File: src/rtl/hp_class.sv
// hp_class: registered IEEE 754 binary16 classifier (sNaN/qNaN/inf/zero/subnormal/normal).
// Define HP_CLASS_STATS_EN to add saturating per-class occurrence counters and stats_clr.
module hp_class #(
    parameter int unsigned CNT_W = 16
) (
    input  logic             clk,
    input  logic             rst_n,
    input  logic [15:0]      f,
    input  logic             in_valid,
    output logic             snan,
    output logic             qnan,
    output logic             infinity,
    output logic             zero,
    output logic             subnormal,
    output logic             normal,
    output logic             out_valid
`ifdef HP_CLASS_STATS_EN
    ,
    input  logic             stats_clr,
    output logic [CNT_W-1:0] cnt_snan,
    output logic [CNT_W-1:0] cnt_qnan,
    output logic [CNT_W-1:0] cnt_inf,
    output logic [CNT_W-1:0] cnt_zero,
    output logic [CNT_W-1:0] cnt_sub,
    output logic [CNT_W-1:0] cnt_norm
`endif
);

    logic       exp_ones;
    logic       exp_zero;
    logic       frac_zero;
    logic [5:0] class_d;
    logic [5:0] flags_q;
    logic       valid_q;

    // Class vector bit order: {snan, qnan, inf, zero, subnormal, normal}; sign f[15] is ignored.
    always_comb begin
        exp_ones  = &f[14:10];
        exp_zero  = ~|f[14:10];
        frac_zero = ~|f[9:0];
        class_d   = '0;
        class_d[5] = exp_ones & ~frac_zero & ~f[9];
        class_d[4] = exp_ones & f[9];
        class_d[3] = exp_ones & frac_zero;
        class_d[2] = exp_zero & frac_zero;
        class_d[1] = exp_zero & ~frac_zero;
        class_d[0] = ~exp_ones & ~exp_zero;
    end

    always_ff @(posedge clk or negedge rst_n) begin
        if (!rst_n) begin
            flags_q <= '0;
            valid_q <= 1'b0;
        end else begin
            valid_q <= in_valid;
            if (in_valid) begin
                flags_q <= class_d;
            end
        end
    end

    assign snan      = flags_q[5];
    assign qnan      = flags_q[4];
    assign infinity  = flags_q[3];
    assign zero      = flags_q[2];
    assign subnormal = flags_q[1];
    assign normal    = flags_q[0];
    assign out_valid = valid_q;

`ifdef HP_CLASS_STATS_EN
    logic [CNT_W-1:0] cnt_q [6];
    logic             unused_sign;

    assign unused_sign = f[15];

    // stats_clr wins over a same-cycle sample; counters stop at all-ones.
    always_ff @(posedge clk or negedge rst_n) begin
        if (!rst_n) begin
            for (int unsigned i = 0; i < 6; i++) begin
                cnt_q[i] <= '0;
            end
        end else if (stats_clr) begin
            for (int unsigned i = 0; i < 6; i++) begin
                cnt_q[i] <= '0;
            end
        end else if (in_valid) begin
            for (int unsigned i = 0; i < 6; i++) begin
                if (class_d[i] && (cnt_q[i] != '1)) begin
                    cnt_q[i] <= cnt_q[i] + 1'b1;
                end
            end
        end
    end

    assign cnt_snan = cnt_q[5];
    assign cnt_qnan = cnt_q[4];
    assign cnt_inf  = cnt_q[3];
    assign cnt_zero = cnt_q[2];
    assign cnt_sub  = cnt_q[1];
    assign cnt_norm = cnt_q[0];
`else
    // Sign bit and counter width have no consumer without the statistics block.
    logic unused_cfg;
    assign unused_cfg = f[15] ^ (CNT_W == 0);
`endif

endmodule

File: config.mk
export PLATFORM = sky130hd
export DESIGN_NAME = hp_class
export DESIGN_NICKNAME = d
export VERILOG_FILES = /design/src/rtl/hp_class.sv
export SDC_FILE = /design/constraint.sdc
export NUM_CORES = 1
export LEC_CHECK = 0
export ABC_CLOCK_PERIOD_IN_PS = 2400
export CORE_MARGIN = 2
export CORE_UTILIZATION = 25
export CTS_CLUSTER_DIAMETER = 60
export DETAILED_ROUTE_END_ITERATION = 10
export GPL_ROUTABILITY_DRIVEN = 0
export HOLD_SLACK_MARGIN = 0.08
export PLACE_DENSITY = 0.62
export SYNTH_ARGS = -nofsm -noshare
export SYNTH_HDL_FRONTEND = slang
export SYNTH_SLANG_ARGS = --single-unit
File: constraint.sdc
create_clock -name clk -period 2.4 [get_ports clk]
set_clock_uncertainty 0.1 [all_clocks]
set_input_delay 0.24 -clock clk [delete_from_list [all_inputs] [get_ports clk]]
set_output_delay 0.24 -clock clk [all_outputs]
set_load 0.05 [all_outputs]
After elaboration in Yosys (flattened, before gate mapping)

Cells that the tools add are included.

Bitwise gates (word level): 9
Reductions and logical operators: 5

Operators by type and width:

| kind                | number |
|---|---|
| OR reduction 10 bit | 1 |
| AND 1 bit           | 7 |
| AND reduction 5 bit | 1 |
| OR reduction 5 bit  | 1 |
| logical NOT 1 bit   | 2 |
| inverter 1 bit      | 2 |

Register bits after elaboration: 7
Input port bits: 19
Output and inout bits: 7

Logic depth before layout (Yosys ltp)

Word-level depth: 3
Mapped depth: 3
Mapped depth without buffers: 3

Worst setup path before layout

No wires, ideal clock.

Path kind: register -> register
Start point: register, netlist name flags_q[0]
End point: register flags_q[0]
Arrival: 863 ps
Data required time: 2,175 ps
Slack: 1,312 ps
Cell stages (with the launch flop): 2
Clock period less this slack: 1,088 ps
Cells stage by stage: dfrtp_1 -> mux2_2

RTL lines:

| item                 | line | text |
|---|---|---|
| end signal, assigned | 57   | `flags_q <= class_d;` |
| end, declared        | 33   | `logic [5:0] flags_q;` |

Final worst setup path

Start point: register flags_q[5]
End point: output port snan

RTL lines:

| item          | line | text |
|---|---|---|
| end, declared | 10   | `output logic snan,` |

No word-level cell between the ends.

==> out/results.ini <==
[hold_path]
hp-class=input port to asynchronous set/reset pin

[final_layout]
instances_no_fill=74
nNetsFinal=79
mostFrequentLayoutCell=clkdlybuf4s50_1
area_delta_synth_final_pct=85.8
final_layout_size_suffix_gt1_frac=0.102
layout_common_cells=clkdlybuf4s50_1 (24), dfrtp_1 (7), inv_1 (6), nor2_1 (4), o22ai_1 (4)
diodes=0

[logic_synthesis]
syn_area_per_cell_um2=10.2
ys_warn_count=0
netlist_instances=32
ys_types=14
syn-cell-area_um2=327
syn-num-nets=51
ys_ff_latch=7
synth.top_cell.area_share=0.536
ys_seq_area_frac=0.536
ys_top_cells_by_area=dfrtp_1 (54%), o22ai_1 (7.7%), inv_1 (6.9%)
yosysTopAreaCell=dfrtp_1

[sta]
timing.final.hold_violations=0
slew-limit-headroom=0.668
finalSetupViolCount=0
tns_ns=0
rsz0062_at_grt=no
fmaxAchievable_ghz=0.575
tightest_slew_ns=0.496
hold-worst-slack_ns=0.139
fin_crit_ns=1.74
drv_slew=0
fin_crit_sh=0.725

[clocking]
insertion_delay_ns=0.25
cts-htree-levels=1
clock_path_buffers=2
cts-root-buf=clkbuf_4
cts_inserted_buffers=3
numClockSinks=7
ctsResizeCount=0
clkTransAtPathRegs_ns=0.06
postCtsSetupRepairBufs=0
postCtsHoldBufs=0
cts_tree=yes

[power_and_ir_drop]
leakagePower_nw=0.230
p_per_area_nw_per_um2=467
finalPower_mw=0.284
peakVddDrop_mv=0.164

[detailed_routing]
first_pass_iters=2
viasPerCell=4.41
drtAntennaViolNets=0
wl_um=736
drcViolationCount=0
drtIter0Drc=1
post_drt_wl_per_cell_um=9.95
vias=326

[worst_setup_path]
cp_slowest_stage_delay_ns=0.80
arrival_ns=1.40
crit_buf_inv=1
cp-start-kind=register
crit_type=register to primary output
critical-path-top-delay-family=buffers and inverters
crit_path_end_kind=primary output
path_max_fanout=2
crit_chain=clkdlybuf4s50_1
critPathSlowestCell=clkdlybuf4s50_1
critPathRequiredTime_ns=2.06

[global_route]
gr-usage-all-layers=0.128
grt_pass1_wl_mm=1.25
grt_pass1_vias=297
antenna_found_initial=0
grt_max_degree=10
gr-total-overflow=0

[floorplan]
fp.dieArea_um2=1610
initial_core_util=0.261
io_pins=26
die_w_um=40.1
die_h_um=40.1
core_area_um2=1250
num_rows=13

[placed_design]
dp_hpwl_um=616
dp.cells=70
io_buffers=24

[run]
drv_cap=0

[status]
outcome=finished, final reports clean

[layout make-up]
| cell class | instances | area, µm² |
|---|---|---|
| Tap cell | 15 | 18.8 |
| Inverter | 6 | 22.5 |
| Sequential cell | 7 | 175 |
| Timing Repair Buffer | 24 | 240 |
| Multi-Input combinational cell | 18 | 124 |
| Clock buffer | 4 | 26.3 |
| Fill cell | 127 | 646 |
[cell usage after synthesis]
master / number
nand3_2: 1
nand3_1: 1
inv_1: 6
o22ai_1: 4
clkbuf_2: 1
nor2_1: 4
nor4_2: 1
and4_1: 2
dfrtp_1: 7
mux2_2: 1
a22oi_1: 1
o32ai_1: 1
nor3_1: 1
nand4_1: 1
[where the power goes]
part,internal (mW),total (mW),leakage (nW),switching (mW)
sequential,0.121,0.122,0.0904,0.00107
clock,0.0635,0.108,0.0150,0.0441
combinational,0.0317,0.0544,0.124,0.0227
total,0.216,0.284,0.230,0.0678
[logic make-up after synthesis]
group / count (synthesis) / share of synthesized area
DFF: 7 / 0.536
AOI/OAI and AO/OA: 6 / 0.126
muxes: 1 / 0.0345
buffers and inverters: 7 / 0.0843
and+or+nand+nor: 11 / 0.218
[metrics by stage]
stage                     setup slack, ns  area (µm²)   util
after floorplan                      1.31         327      -
after detailed placement            0.803         581  0.464
final                               0.660         607  0.485
after CTS                           0.651         607  0.485
after global placement              0.804         581  0.464
after global routing                0.606         607  0.485
[sequential cells by signal, summed over array words and instances (netlist names)]
| name | cells |
|---|---|
| out_valid | 1 |
| flags_q | 6 |
[metal layers]
metal  part of all wire  vias to the layer above  routed length (µm)  GRT usage
met5                  0                        -                   0          0
met4              0.042                        0                  31      0.155
met3              0.067                        4                  49     0.0333
met2               0.46                       16                 338      0.185
met1               0.43                      137                 316      0.136
li1                   -                      169                   -          -
[worst paths after layout]
| check | startpoint | to | slack (ns) | depth (start not counted) |
|---|---|---|---|---|
| worst min register to register | flags_q[3]$_DFFE_PN0P_ | flags_q[3]$_DFFE_PN0P_ | 0.42 | 2 |
| min in group clk | flags_q[3]$_DFFE_PN0P_ | flags_q[3]$_DFFE_PN0P_ | 0.42 | 2 |
| worst min-delay path | rst_n | flags_q[3]$_DFFE_PN0P_ | 0.14 | 1 |
| max in group asynchronous | rst_n | out_valid$_DFF_PN0_ | 1.82 | 1 |
| worst max-delay path | flags_q[5]$_DFFE_PN0P_ | snan | 0.66 | 1 |
| worst max register to register | flags_q[0]$_DFFE_PN0P_ | flags_q[0]$_DFFE_PN0P_ | 1.55 | 1 |
No activity file was read; power rests on OpenSTA's default activity.
